`src/rtl/lsu_pkg.sv`:
```
// Shared definitions for the load/store unit: RV32I width codes, FSM states
// and the request legality checks used at acceptance.
package lsu_pkg;

  localparam logic [2:0] F3_B  = 3'b000;
  localparam logic [2:0] F3_H  = 3'b001;
  localparam logic [2:0] F3_W  = 3'b010;
  localparam logic [2:0] F3_BU = 3'b100;
  localparam logic [2:0] F3_HU = 3'b101;

  typedef enum logic [2:0] {
    ST_IDLE     = 3'd0,
    ST_LOAD     = 3'd1,
    ST_RMW_READ = 3'd2,
    ST_WRITE    = 3'd3,
    ST_RESP     = 3'd4
  } lsu_state_t;

  // Stores only know B/H/W; loads additionally accept the unsigned variants.
  function automatic logic funct3_illegal(input logic write, input logic [2:0] funct3);
    if (write)
      return !(funct3 == F3_B || funct3 == F3_H || funct3 == F3_W);
    else
      return !(funct3 == F3_B || funct3 == F3_H || funct3 == F3_W ||
               funct3 == F3_BU || funct3 == F3_HU);
  endfunction

  function automatic logic misaligned(input logic [2:0] funct3, input logic [1:0] byte_off);
    case (funct3)
      F3_H, F3_HU: return byte_off[0];
      F3_W:        return byte_off != 2'b00;
      default:     return 1'b0;
    endcase
  endfunction

endpackage

```
`src/rtl/lsu_data_align.sv`:
```
// Combinational lane handling: extracts and extends load data from a raw
// word, and merges sub-word store data into a word read back from memory.
module lsu_data_align
  import lsu_pkg::*;
(
  input  logic [2:0]  funct3,
  input  logic [1:0]  byte_off,
  input  logic [31:0] raw_word,
  input  logic [31:0] store_data,
  output logic [31:0] load_value,
  output logic [31:0] merged_word
);

  logic [7:0]  byte_sel;
  logic [15:0] half_sel;

  always_comb begin
    // NOTE: every output gets a default before the case so no latch is inferred.
    load_value  = raw_word;
    merged_word = store_data;
    byte_sel    = raw_word[{byte_off, 3'b000} +: 8];
    half_sel    = byte_off[1] ? raw_word[31:16] : raw_word[15:0];

    case (funct3)
      F3_B:    load_value = {{24{byte_sel[7]}}, byte_sel};
      F3_BU:   load_value = {24'd0, byte_sel};
      F3_H:    load_value = {{16{half_sel[15]}}, half_sel};
      F3_HU:   load_value = {16'd0, half_sel};
      default: load_value = raw_word;
    endcase

    case (funct3)
      F3_B: begin
        merged_word = raw_word;
        merged_word[{byte_off, 3'b000} +: 8] = store_data[7:0];
      end
      F3_H: begin
        merged_word = raw_word;
        if (byte_off[1]) merged_word[31:16] = store_data[15:0];
        else             merged_word[15:0]  = store_data[15:0];
      end
      default: merged_word = store_data;
    endcase
  end

endmodule

```
`src/rtl/load_store_unit.sv`:
```
// Single-outstanding load/store unit between the pipeline and a word-wide
// data memory; sub-word stores are done as read-modify-write.
module load_store_unit
  import lsu_pkg::*;
#(
  parameter int unsigned MEMORY_SIZE = 4096
) (
  input  logic        clk,
  input  logic        reset,
  input  logic        req_valid,
  output logic        req_ready,
  input  logic        req_write,
  input  logic [2:0]  req_funct3,
  input  logic [31:0] req_addr,
  input  logic [31:0] req_wdata,
  output logic        resp_valid,
  output logic [31:0] resp_rdata,
  output logic        resp_error,
  output logic        mem_read,
  output logic        mem_write,
  output logic [31:0] mem_address,
  output logic [31:0] mem_write_data,
  input  logic [31:0] mem_read_data
);

  lsu_state_t  state;
  logic [2:0]  funct3_q;
  logic [1:0]  byte_off_q;
  logic [31:0] wdata_q;
  logic        req_err;
  logic [31:0] load_value;
  logic [31:0] merged_word;

  // The range check runs before any access, so the word index can never wrap.
  assign req_err = funct3_illegal(req_write, req_funct3) ||
                   misaligned(req_funct3, req_addr[1:0]) ||
                   (req_addr >= 32'(MEMORY_SIZE));

  lsu_data_align u_align (
    .funct3      (funct3_q),
    .byte_off    (byte_off_q),
    .raw_word    (mem_read_data),
    .store_data  (wdata_q),
    .load_value  (load_value),
    .merged_word (merged_word)
  );

  // NOTE: all state and registered outputs use non-blocking assignments so every
  // register samples the pre-edge values regardless of statement order.
  always_ff @(posedge clk) begin
    if (reset) begin
      state          <= ST_IDLE;
      req_ready      <= 1'b1;
      resp_valid     <= 1'b0;
      resp_error     <= 1'b0;
      resp_rdata     <= 32'd0;
      mem_read       <= 1'b0;
      mem_write      <= 1'b0;
      mem_address    <= 32'd0;
      mem_write_data <= 32'd0;
      funct3_q       <= 3'd0;
      byte_off_q     <= 2'd0;
      wdata_q        <= 32'd0;
    end else begin
      case (state)
        ST_IDLE: begin
          if (req_valid) begin
            funct3_q    <= req_funct3;
            byte_off_q  <= req_addr[1:0];
            wdata_q     <= req_wdata;
            mem_address <= {2'b00, req_addr[31:2]};
            resp_rdata  <= 32'd0;
            resp_error  <= req_err;
            resp_valid  <= req_err;
            req_ready   <= 1'b0;
            if (req_err) begin
              state <= ST_RESP;
            end else if (!req_write) begin
              state    <= ST_LOAD;
              mem_read <= 1'b1;
            end else if (req_funct3 == F3_W) begin
              state          <= ST_WRITE;
              mem_write      <= 1'b1;
              mem_write_data <= req_wdata;
            end else begin
              state    <= ST_RMW_READ;
              mem_read <= 1'b1;
            end
          end
        end
        ST_LOAD: begin
          mem_read   <= 1'b0;
          resp_rdata <= load_value;
          resp_valid <= 1'b1;
          state      <= ST_RESP;
        end
        ST_RMW_READ: begin
          mem_read       <= 1'b0;
          mem_write      <= 1'b1;
          mem_write_data <= merged_word;
          state          <= ST_WRITE;
        end
        ST_WRITE: begin
          mem_write  <= 1'b0;
          resp_valid <= 1'b1;
          state      <= ST_RESP;
        end
        ST_RESP: begin
          resp_valid <= 1'b0;
          resp_error <= 1'b0;
          req_ready  <= 1'b1;
          state      <= ST_IDLE;
        end
        default: begin
          mem_read  <= 1'b0;
          mem_write <= 1'b0;
          req_ready <= 1'b1;
          state     <= ST_IDLE;
        end
      endcase
    end
  end

endmodule

```
`config.mk`:
```
export PLATFORM = sky130hd
export DESIGN_NAME = load_store_unit
export DESIGN_NICKNAME = d
export VERILOG_FILES = /design/src/rtl/lsu_pkg.sv /design/src/rtl/lsu_data_align.sv /design/src/rtl/load_store_unit.sv
export SDC_FILE = /design/constraint.sdc
export NUM_CORES = 1
export LEC_CHECK = 0
export CAP_MARGIN = 0
export CORE_ASPECT_RATIO = 1.2
export CORE_MARGIN = 1.5
export CORE_UTILIZATION = 30
export DETAILED_ROUTE_END_ITERATION = 16
export HOLD_SLACK_MARGIN = 0.08
export PLACE_DENSITY_LB_ADDON = 0.3
export SYNTH_ARGS = -nofsm -noshare
export SYNTH_HDL_FRONTEND = slang
export SYNTH_SLANG_ARGS = --single-unit
```
`constraint.sdc`:
```
create_clock -name clk -period 2.26 [get_ports clk]
set_input_delay 0.678 -clock clk [delete_from_list [all_inputs] [get_ports clk]]
set_output_delay 0.678 -clock clk [all_outputs]
set_load 0.005 [all_outputs]
```
==> metrics.md <==
| Metric | Value |
|---|---|
| Outcome | `completed` |
| Final Non-Filler Cells | `approximately 1400` |
| Fin crit period | `2190 ps` |
| Final TNS setup | `0 ps` |
| Cell taking the most area after synthesis | `dfxtp_1` |
| Root buffer cell | `clkbuf_16` |
| Final setup vio count | `0` |
| RePlAce Congestion | `around 0.90` |
| Hold Violations, Final | `0` |
| Post-synth EDFFs | `0` |
| R2r setup slk | `roughly 100 ps` |
| Area delta synth->final | `45.8%` |
| Hold WC Path Type | `reg2reg` |
| Ys flop type | `dfxtp_1` |
| # H-tree levels | `4` |
| Die Area | `about 26000 um2` |
| Top fanout value on the critical path | `6` |
| Critical path startpoint | `mem_read_data[7]` |
| VDD IR max | `527 uV` |
| Hold WS | `about 450 ps` |
| Clock Latency Late Sink | `about 430 ps` |
| Number of nets with antenna violations after routing | `0` |
| RSZ-0062 raised after global routing | `yes` |
| First-pass GRT wire length | `43700 um` |
| CP delay by family, top | `multiplexers` |
| Mapped Area | `approximately 7400 um2` |
| Slew HR | `49.1%` |
| Clk sink count | `roughly 140` |
| Path depth of the worst reg2reg path | `6` |
| Crit path to | `resp_rdata[11]` |
| Vias per cell | `5.43` |
| Vias in the first global route | `7580` |
| CP arrival | `about 2500 ps` |
| Post-synthesis sequential area ratio | `between 30 and 40%` |
| Tot GR Track Use | `21.9%` |
| Commonest cells in the netlist | `156 x nand2_1, 139 x dfxtp_1, 84 x a21oi_1, 50 x clkbuf_1, 45 x a22o_1` |
| # diodes | `0` |
| Leakage | `3.82 nW` |
| Max clock buf depth | `2` |
| CTS tree | `built` |
| Layout cells sized above 1 | `between 10% and 20%` |
| Critical Setup Path Class | `in2reg` |
| Placeable core region | `approximately 24000 um2` |
| DP HPWL | `20800 um` |
| Worst Path Required | `2550 ps` |
| DRT iter0 DRCs | `587` |
| Starting Density | `30.8%` |
| Ports | `204` |
| Post-Syn Area per Cell | `~8.5 um2` |
| Slowest cell on the critical path | `mux4_2` |
| Max stage delay on crit path | `between 500 and 600 ps` |
| Chip Width | `between 100 and 150 um` |
| Yosys cell types | `between 60 and 70` |
| CP Cell Sequence | `clkdlybuf4s50_1 > mux4_2 > and3b_1 > a221oi_1 > a211oi_1` |
| Yosys warns | `0` |
| Routed vias | `just under 8000` |
| Max-slew violation count | `0` |
| Setup Buffers After CTS | `0` |
| Average wire per standard cell | `around 20 um` |
| Synth top area cells | `dfxtp_1 37%, nand2_1 7.9%, a21oi_1 5.7%` |
| Ys async rst share | `0%` |
| Pwr dens | `~580 nW/um2` |
| Drt drc | `0` |
| Synth top area share | `around 37%` |
| Stages on worst setup path | `5` |
| Clock Skews | `roughly 9.5 ps` |
| R2R Path End | `mem_write_data[3]` |
| Number of synthesized register bits | `roughly 140` |
| Crit start category | `primary input` |
| Crit share post-route | `about 97%` |
| Count leader, synth | `nand2_1` |
| Fmax | `between 0.4 and 0.5 GHz` |
| Cts bufs inserted | `17` |
| Total Wirelength | `28500 um` |
| Max Cap Violations | `0` |
| 1st-pass router iterations | `6` |
| Largest net degree at the start of global routing | `approximately 110` |
| Worst Setup End Kind | `flip-flop` |
| IO Port Bufs | `between 200 and 250` |
| Syn Inst Count | `876` |
| DP Cell Count | `between 1000 and 1500` |
| PnR Total Power | `approximately 6.3 mW` |
| Worst-Margin Slew | `761 ps` |
| WP buf/inv | `1` |
| Reg2reg start | `byte_off_q[1]` |
| Initial antenna violation count | `1` |
| Row cnt | `62` |
| Final #Nets | `about 1200` |
| Die height | `175 um` |
| Clock slew at reported path FFs | `~60 ps` |
| Grt ovf | `0` |
placed cells by master (no fill, tap or decap), types with 3 or more instances in the layout:
cell / netlist / layout
a211o_1: 9 / 9
a211oi_1: 11 / 11
a211oi_2: 12 / 12
a21boi_0: 8 / 8
a21oi_1: 84 / 84
a221oi_1: 15 / 15
a22o_1: 45 / 45
a22oi_1: 17 / 17
a311oi_1: 31 / 31
and2_1: 8 / 8
and3_1: 3 / 3
buf_12: 0 / 8
buf_4: 6 / 77
clkbuf_1: 50 / 5
clkbuf_16: 0 / 17
clkbuf_8: 0 / 3
clkdlybuf4s50_1: 0 / 200
clkinv_2: 0 / 4
dfxtp_1: 139 / 138
ha_1: 5 / 5
inv_1: 10 / 10
mux2_2: 4 / 4
mux2i_1: 17 / 17
mux4_2: 7 / 7
nand2_1: 156 / 156
nand2b_1: 43 / 43
nor2_1: 19 / 19
nor2b_1: 11 / 11
nor3_1: 9 / 9
nor4_2: 0 / 5
o211ai_1: 15 / 15
o21ai_0: 28 / 28
o22ai_1: 8 / 8
o311ai_0: 8 / 4
o31ai_1: 9 / 9
o41ai_1: 8 / 6
o41ai_2: 1 / 3
layout make-up:
cell class / count / area, um2
repair buffers: 286 / 2750
well taps: 320 / 400
flip-flops and latches: 139 / 2780
clock buffers: 25 / 485
fillers: 2389 / 13300
inverters: 10 / 37.5
clock inverters: 7 / 65.1
multi-input cells: 637 / 4300
stage by stage:
stage               utilization, %  area (um2)  setup WS, ps
floorplan                        -        7440          22.2
global placement              42.2       10200          -465
detailed placement            42.2       10200          -591
CTS                           44.6       10800          19.9
global route                  44.9       10800         -47.4
finish                        44.9       10800          69.1
report_power, final:
group	total, mW	switching, mW	internal, mW
sequential	2.60	0.0716	2.53
clock	2.65	1.06	1.59
combinational	1.01	0.508	0.500
state kept, by name, summed over array words and instances (netlist names):
register	flops
req_ready	1
resp_valid	1
resp_error	1
state	3
mem_address	30
mem_write_data	32
byte_off_q	2
wdata_q	32
mem_read	1
funct3_q	3
mem_write	1
resp_rdata	32
routing by layer:
metal / global-route usage, % / up-vias / part of all wire (%)
li1: - / 3683 / -
met1: 26.6 / 3670 / 41
met2: 36.3 / 328 / 48
met3: 4.49 / 52 / 6.9
met4: 11.5 / 0 / 3.9
met5: 0 / - / 0
tightest hold or removal path, stage by stage, from the launching register on:
cell	delay [ps]
dfxtp_1	310
nand2_1	50
a21oi_1	50
how the worst min path moves through the flow:
| stage | start | end | cells past startpoint |
|---|---|---|---|
| final | mem_address[18] | mem_address[18] | 2 |
| after detailed placement | mem_address[3] | mem_address[3] | 2 |
| after CTS | mem_address[3] | mem_address[3] | 2 |
| after global routing | mem_address[3] | mem_address[3] | 2 |
| after floorplan | wdata_q[16] | wdata_q[16] | 2 |
| after global placement | wdata_q[16] | wdata_q[16] | 2 |
kinds of logic after synthesis:
kind of cell / after synthesis / synth area share, %
buf+inv: 101 / 5.96
compound gates: 323 / 32.1
fa+ha+maj: 6 / 0.977
other cells: 1 / 0.0505
flops: 139 / 37.5
simple gates: 278 / 18.4
mux: 28 / 5.02
what timing repair did:
action | in CTS | in global routing
pin swaps | 0 | 8
resized for setup | 7 | 13
hold buffers | 0 | 0
setup endpoints to repair | 8 | 51
(Power assumes the default switching activity.)
